<file path="src/rtl/seq_p8_if.sv">
// Sequencer bus: program ROM fetch, hold control, and the 12-bit device
// instruction dispatch port with status flags.
interface seq_p8_if;
   logic        hold;
   logic [7:0]  rom_addr;
   logic [15:0] rom_data;
   logic [11:0] inst;
   logic        inst_en;
   logic        halted;
   logic        error;

   modport master (
      input  hold, rom_data,
      output rom_addr, inst, inst_en, halted, error
   );

   modport slave (
      output hold, rom_data,
      input  rom_addr, inst, inst_en, halted, error
   );
endinterface

</file>
<file path="src/rtl/seq_p8.sv">
// 8-bit-PC instruction sequencer: runs jump/wait/loop/halt control ops and
// dispatches 12-bit device instructions. Optional macro: SEQ_P8_BADOP_TRAP_EN.
module seq_p8 (
   input  logic     clock,
   input  logic     reset,
   seq_p8_if.master bus
);

   typedef enum logic [1:0] {ST_RUN, ST_WAIT, ST_HALT} state_e;
   typedef enum logic [3:0] {
      OP_NOP = 4'h0, OP_DSP = 4'h1, OP_JMP = 4'h2, OP_WAI = 4'h3,
      OP_LDC = 4'h4, OP_DJN = 4'h5, OP_HLT = 4'h6
   } op_e;

   state_e      state_q, state_d;
   logic [7:0]  pc_q, pc_d;
   logic [7:0]  lc_q, lc_d;
   logic [7:0]  wc_q, wc_d;
   logic [11:0] inst_q, inst_d;
   logic        inst_en_q, inst_en_d;
   logic        halted_q, halted_d;
`ifdef SEQ_P8_BADOP_TRAP_EN
   logic        error_q, error_d;
`endif

   logic [3:0]  opcode;
   logic [7:0]  imm;
   logic [7:0]  pc_inc;
   logic [7:0]  lc_dec;

   assign opcode = bus.rom_data[15:12];
   assign imm    = bus.rom_data[7:0];
   assign pc_inc = pc_q + 8'd1;
   assign lc_dec = lc_q - 8'd1;

   always_comb begin
      // NOTE: every target gets a default first so no path leaves it unassigned (no latches).
      state_d   = state_q;
      pc_d      = pc_q;
      lc_d      = lc_q;
      wc_d      = wc_q;
      inst_d    = inst_q;
      inst_en_d = 1'b0;
      halted_d  = halted_q;
`ifdef SEQ_P8_BADOP_TRAP_EN
      error_d   = error_q;
`endif
      if (!bus.hold) begin
         unique case (state_q)
            ST_RUN: begin
               case (opcode)
                  OP_NOP: pc_d = pc_inc;
                  OP_DSP: begin
                     inst_d    = bus.rom_data[11:0];
                     inst_en_d = 1'b1;
                     pc_d      = pc_inc;
                  end
                  OP_JMP: pc_d = imm;
                  OP_WAI: begin
                     if (imm != 8'd0) begin
                        wc_d    = imm;
                        state_d = ST_WAIT;
                     end
                     pc_d = pc_inc;
                  end
                  OP_LDC: begin
                     lc_d = imm;
                     pc_d = pc_inc;
                  end
                  OP_DJN: begin
                     lc_d = lc_dec;
                     pc_d = (lc_dec != 8'd0) ? imm : pc_inc;
                  end
                  OP_HLT: begin
                     state_d  = ST_HALT;
                     halted_d = 1'b1;
                  end
                  default: begin
`ifdef SEQ_P8_BADOP_TRAP_EN
                     state_d  = ST_HALT;
                     halted_d = 1'b1;
                     error_d  = 1'b1;
`else
                     pc_d = pc_inc;
`endif
                  end
               endcase
            end
            ST_WAIT: begin
               // Leave on the cycle the counter lands on zero: WAI n spends n cycles here.
               wc_d = wc_q - 8'd1;
               if (wc_q == 8'd1) state_d = ST_RUN;
            end
            ST_HALT: ;
            default: state_d = ST_RUN;
         endcase
      end
   end

   always_ff @(posedge clock or negedge reset) begin
      if (!reset) begin
         state_q   <= ST_RUN;
         pc_q      <= 8'h00;
         lc_q      <= 8'h00;
         wc_q      <= 8'h00;
         inst_q    <= 12'h000;
         inst_en_q <= 1'b0;
         halted_q  <= 1'b0;
`ifdef SEQ_P8_BADOP_TRAP_EN
         error_q   <= 1'b0;
`endif
      end else begin
         // NOTE: non-blocking so every flop samples the pre-edge values of the others.
         state_q   <= state_d;
         pc_q      <= pc_d;
         lc_q      <= lc_d;
         wc_q      <= wc_d;
         inst_q    <= inst_d;
         inst_en_q <= inst_en_d;
         halted_q  <= halted_d;
`ifdef SEQ_P8_BADOP_TRAP_EN
         error_q   <= error_d;
`endif
      end
   end

   assign bus.rom_addr = pc_q;
   assign bus.inst     = inst_q;
   assign bus.inst_en  = inst_en_q;
   assign bus.halted   = halted_q;
`ifdef SEQ_P8_BADOP_TRAP_EN
   assign bus.error    = error_q;
`else
   assign bus.error    = 1'b0;
`endif

endmodule

</file>
<file path="src/flat_wrapper.sv">
// flat-port wrapper written by rule: the top's interface ports become plain ports
module seq_p8_flat 
  (clock, reset, bus_hold, bus_rom_data, bus_rom_addr, bus_inst, bus_inst_en, bus_halted, bus_error);
  seq_p8_if bus_i ();
  input  logic clock;
  input  logic reset;
  input wire logic [$bits(bus_i.hold)-1:0] bus_hold;
  input wire logic [$bits(bus_i.rom_data)-1:0] bus_rom_data;
  output wire logic [$bits(bus_i.rom_addr)-1:0] bus_rom_addr;
  output wire logic [$bits(bus_i.inst)-1:0] bus_inst;
  output wire logic [$bits(bus_i.inst_en)-1:0] bus_inst_en;
  output wire logic [$bits(bus_i.halted)-1:0] bus_halted;
  output wire logic [$bits(bus_i.error)-1:0] bus_error;
  assign bus_i.hold = bus_hold;
  assign bus_i.rom_data = bus_rom_data;
  assign bus_rom_addr = bus_i.rom_addr;
  assign bus_inst = bus_i.inst;
  assign bus_inst_en = bus_i.inst_en;
  assign bus_halted = bus_i.halted;
  assign bus_error = bus_i.error;
  seq_p8 u_core (.clock(clock), .reset(reset), .bus(bus_i));
endmodule
</file>
<file path="config.mk">
export PLATFORM = sky130hd
export DESIGN_NAME = seq_p8_flat
export DESIGN_NICKNAME = d
export VERILOG_FILES = /design/src/rtl/seq_p8_if.sv /design/src/rtl/seq_p8.sv /design/src/flat_wrapper.sv
export SDC_FILE = /design/constraint.sdc
export NUM_CORES = 1
export LEC_CHECK = 0
export ABC_AREA = 1
export BUFFER_PORTS_ARGS = -buffer_cell sky130_fd_sc_hd__buf_2
export CAP_MARGIN = 20
export CORE_UTILIZATION = 51
export DETAILED_ROUTE_END_ITERATION = 8
export HOLD_SLACK_MARGIN = 0.1
export PLACE_DENSITY = 0.77
export SYNTH_ARGS = -nofsm -noshare
export SYNTH_HDL_FRONTEND = slang
export SYNTH_SLANG_ARGS = --single-unit
</file>
<file path="constraint.sdc">
create_clock -name clock -period 1.61 [get_ports clock]
set_input_delay 0.161 -clock clock [delete_from_list [all_inputs] [get_ports clock]]
set_output_delay 0.161 -clock clock [all_outputs]
set_load 0.01 [all_outputs]
</file>
Word-level counts from Yosys, hierarchy flattened
Index checks and enable logic that the tools add are counted.
{"block": "word_totals", "inputBits": 19, "elab_cells": 51, "out_inout_bits": 23, "ff_bits": 40}
{"block": "op_classes", "add_sub_neg": 3, "reduce_logical": 11, "n_mux": 13, "n_eq_ne": 14, "bitwise_logic": 3}
{"operator": "$pmux 8 s2", "n": 2}
{"operator": "$mux 8", "n": 3}
{"operator": "$pmux 8 s3", "n": 1}
{"operator": "$reduce_bool 8->1", "n": 2}
{"operator": "$sub 8x1->8 const B", "n": 2}
{"operator": "$eq 4x3->1 const B", "n": 3}
{"operator": "$reduce_and 3->1", "n": 4}
{"operator": "$add 8x1->8 const B", "n": 1}
{"operator": "$eq 4x2->1 const B", "n": 2}
{"operator": "$eq 8x1->1 const B", "n": 1}
{"operator": "$ne 2x1->1 const B", "n": 3}
{"operator": "$ne 3x2->1 const B", "n": 2}
{"operator": "$pmux 2 s3", "n": 1}
{"operator": "$reduce_and 5->1", "n": 1}
{"operator": "$eq 4x1->1 const B", "n": 1}
{"operator": "$mux 2", "n": 2}
{"operator": "$pmux 2 s2", "n": 1}
{"operator": "$reduce_and 4->1", "n": 1}
{"operator": "$reduce_bool 2->1", "n": 2}
{"operator": "$mux 1", "n": 3}
{"operator": "$not 1->1", "n": 3}
{"operator": "$eq 2x1->1 const B", "n": 1}
{"operator": "$eq 2x2->1 const B", "n": 1}
{"operator": "$logic_not 2->1", "n": 1}

Logic depth before layout (Yosys ltp)
{"block": "logic_depth", "word_depth": 4, "depth_mapped": 12, "ltp_nobuf": 12}

Worst setup path after synthesis
OpenSTA, ideal clock, no wires.
{"block": "synth_timing", "path_type": "flip-flop to flip-flop", "start": "register u_core.lc_q[0]", "end": "register u_core.pc_q[1], in the netlist u_core.bus.rom_addr[1]", "setup_time_ns": 0.129, "path_slack_ns": -0.052, "t_arrival_ns": 1.533, "t_required_ns": 1.481, "stages_incl_launch_ff": 12, "synth_period_minus_slack_ns": 1.662, "n_path_buf": 0, "cell_sequence": "dfrtp_1 inv_1 ha_1 inv_1 nor2_1 nand4_1 nand2_2 nor2_8 nand3_4 nand2_1 nand3_1 a21oi_2"}
{"block": "synth_via", "elab_chain_len": 4}
{"item": "start: declaration", "line_no": "seq_p8.sv:17", "text": "logic [7:0] lc_q, lc_d;"}
{"item": "start signal: assignment", "line_no": "seq_p8.sv:116", "text": "lc_q <= lc_d;"}
{"item": "$sub 8x1->8", "line_no": "seq_p8.sv:34", "text": "assign lc_dec = lc_q - 8'd1;"}
{"item": "$reduce_bool 8->1", "line_no": "seq_p8.sv:72", "text": "pc_d = (lc_dec != 8'd0) ? imm : pc_inc;"}
{"item": "$mux 8", "line_no": "seq_p8.sv:72"}
{"item": "$pmux 8 s3", "line_no": "seq_p8.sv:51", "text": "case (opcode)"}
{"item": "end signal: assignment", "line_no": "seq_p8.sv:115", "text": "pc_q <= pc_d;"}
{"item": "end: declaration", "line_no": "seq_p8.sv:16", "text": "logic [7:0] pc_q, pc_d;"}
Every way passes these cells.
A chain may end at the register's enable or synchronous reset.

Worst setup path after layout
{"block": "layout_timing", "start": "register u_core.lc_q[1]", "end": "register u_core.pc_q[3], in the netlist u_core.bus.rom_addr[3]"}
Same word-level chain as after synthesis.

==> flow_metrics.env <==
export IMPL_ioPinCount=42
export IMPL_die_w_um=72.9
export IMPL_fin_crit_ns=1.68
export IMPL_first_pass_iters=5
export IMPL_die_h_um=72.9
export IMPL_maxCapViolations=0
export IMPL_synth_edf_count=0
export IMPL_diodes=0
export IMPL_wirelength_mm=7.18
export IMPL_critPathRequiredTime_ns=1.81
export IMPL_setup_viol=8
export IMPL_critical_path_class="reg -> reg"
export IMPL_antenna_found_initial=0
export IMPL_whs_ns=0.145
export IMPL_cts_buffers=5
export IMPL_synthesis_nets=375
export IMPL_netlist_area_um2=2560
export IMPL_layout_drive_gt1_share=0.331
export IMPL_yosysTopAreaCell="dfrtp_1"
export IMPL_slowest_stage="dfrtp_1"
export IMPL_via_per_inst=5.40
export IMPL_area_delta_synth_final_pct=31.3
export IMPL_ant_nets=0
export IMPL_row_count=25
export IMPL_drc=0
export IMPL_synth_area_top_cells="dfrtp_1 (39%), nand2_1 (10%), inv_1 (7.8%)"
export IMPL_fmax_ghz=0.595
export IMPL_insertion_delay_ns=0.31
export IMPL_status="complete, but fails checks"
export IMPL_cp_data_arrival_time_ns=1.88
export IMPL_fill_cells=392
export IMPL_grt_pass1_vias=2437
export IMPL_cts_sinks=40
export IMPL_path_clk_slew_ns=0.09
export IMPL_cp_start_kind="register"
export IMPL_final_setup_tns_ns=-0.431
export IMPL_violations="setup timing"
export IMPL_dieArea_um2=5310
export IMPL_hold_class="in -> reg"
export IMPL_ctsRootBufferMaster="clkbuf_8"
export IMPL_drt_iter0_drc=248
export IMPL_synth_seq_area_share=0.390
export IMPL_yosys_warnings=0
export IMPL_clock_tree_buffer_depth=2
export IMPL_vias=2661
export IMPL_cts_tree="built"
export IMPL_synth_async_reset_ratio=1.00
export IMPL_design_power_total_uw=5760
export IMPL_synth_common_cells="nand2_1 (71), inv_1 (53), dfrtp_1 (40)"
export IMPL_crit_family="simple AND/OR/NAND/NOR gates"
export IMPL_path_buf_inv=4
export IMPL_cts_htree_levels=2
export IMPL_synthCells=351
export IMPL_wl_per_cell_um=14.6
export IMPL_dpl_hpwl_mm=4.73
export IMPL_max_stage_delay_ns=0.39
export IMPL_skew_ns=0.00872
export IMPL_num_nets_final=449
export IMPL_initial_core_util=0.536
export IMPL_hold_violations=0
export IMPL_post_route_util=0.703
export IMPL_rsz0062_at_grt="yes"
export IMPL_worst_path_max_fanout=4
export IMPL_synth_main_ff_cell="dfrtp_1"
export IMPL_crit_chain="inv_2, ha_4, inv_4, nor2_4, nor2_4, nand3_2, inv_2, nand2_2, nor2_4, buf_6, nand3_2, nand3_2, a21oi_2"
export IMPL_synth_most_common_cell="nand2_1"
export IMPL_synth_top_area_share=0.390
export IMPL_grt_overflow_total=0
export IMPL_worst_slack_ns=-0.0716
export IMPL_grt_use_total=0.271
export IMPL_core_area_um2=4790
export IMPL_grt_max_degree=41
export IMPL_place_port_buffers=40
export IMPL_fin_crit_sh=1.04
export IMPL_synth_seq_cells=40
export IMPL_slew_viol_final=0
export IMPL_ir_worst_vdd_mv=0.854
export IMPL_routabilityCongestion=0.911
export IMPL_grt_pass1_wl_mm=10.9
export IMPL_ys_types=30
export IMPL_avgSynthCellArea_um2=7.30
export IMPL_powerDensity_nw_per_um2=1710
export IMPL_leakagePower_uw=0.00167
export IMPL_end_kind="register"
-- cells by family (layout without fill, tap and decap cells) --
logic type,count (synthesis),count (layout),synth area share
AO/OA/AOI/OAI,71,71,0.159
adder cells (fa/ha/maj),5,5,0.0244
other,1,1,0.00146
buffers and inverters,62,137,0.102
flip-flops,40,40,0.390
XOR/XNOR,7,7,0.0239
AND/OR/NAND/NOR,165,165,0.300
-- cell type report --
cell class | count | area (um2) | area share
Tap cell | 67 | 83.8 | 0.0249
Clock buffer | 5 | 68.8 | 0.0204
Inverter | 54 | 205 | 0.0610
Timing Repair Buffer | 75 | 510 | 0.152
Multi-Input combinational cell | 249 | 1470 | 0.438
Clock inverter | 3 | 23.8 | 0.00706
Sequential cell | 40 | 1000 | 0.297
-- worst reg2reg max path, stage by stage (launching register included) --
cell	delay, ns
dfrtp_1	0.39
inv_2	0.07
ha_4	0.18
inv_4	0.06
nor2_4	0.04
nor2_4	0.13
nand3_2	0.10
inv_2	0.06
nand2_2	0.06
nor2_4	0.12
buf_6	0.14
nand3_2	0.09
nand3_2	0.08
a21oi_2	0.05
-- what timing repair did --
item,CTS,global route
endpoints found under the hold margin,44,0
gates resized for setup,9,44
hold buffers,5,0
setup endpoints to repair,8,9
pin swaps,6,24
setup buffers,0,5
-- stage by stage --
stage / cell area (um2) / cells / setup slack [ns]
3_5_place_dp: 2990 / 475 / -0.0944
4_1_cts: 3170 / 488 / -0.00779
5_1_grt: 3370 / 493 / -0.160
6_report: 3370 / 493 / -0.0716
3_3_place_gp: 2990 / 475 / -0.00522
2_1_floorplan: 2560 / 351 / 0.00965
-- registers in the layout (all words and copies together) (netlist names) --
register / cells
u_core.bus.rom_addr: 8
u_core.bus.inst: 12
u_core.state_q: 2
u_core.lc_q: 8
u_core.bus.inst_en: 1
u_core.bus.halted: 1
u_core.wc_q: 8
-- final timing paths --
kind,slack (ns),from,end,cells past startpoint
min in group asynchronous,0.34,reset,u_core.lc_q[7]$_DFFE_PN0P_,3
min reg2reg,0.47,u_core.bus.halted$_DFFE_PN0P_,u_core.bus.halted$_DFFE_PN0P_,2
max reg2reg,-0.07,u_core.lc_q[1]$_DFFE_PN0P_,u_core.bus.rom_addr[3]$_DFFE_PN0P_,13
min,0.15,bus_rom_data[2],u_core.lc_q[2]$_DFFE_PN0P_,3
max in group asynchronous,1.06,reset,u_core.wc_q[4]$_DFFE_PN0P_,3
max,-0.07,u_core.lc_q[1]$_DFFE_PN0P_,u_core.bus.rom_addr[3]$_DFFE_PN0P_,13
-- report_power, final --
part | leakage, uW | switching (uW) | internal (uW)
clock network | 0.0000404 | 400 | 307
logic | 0.00115 | 1910 | 1290
registers | 0.000480 | 402 | 1460
total | 0.00167 | 2710 | 3050
-- per-layer routing --
layer	share of wire	routed length, um	vias up	track usage
met5	0	0	-	0
li1	-	-	1280	-
met3	0.065	466	23	0.0428
met4	0.023	166	0	0.0719
met1	0.41	2960	1237	0.344
met2	0.50	3590	121	0.481
-- cell usage in the layout, fill, tap and decap left out, drive strengths merged --
master / count
clkinvlp: 2
conb: 1
clkinv: 1
o22ai: 6
dfrtp: 40
o21ai: 36
ha: 5
o211ai: 4
nor3: 8
a221oi: 1
clkbuf: 5
nor2: 45
nand3: 32
a21oi: 24
buf: 70
inv: 54
nand4: 5
xnor2: 2
dlygate4sd3: 5
nand2: 75
xor2: 5
Power figures use the tool's default switching activity.
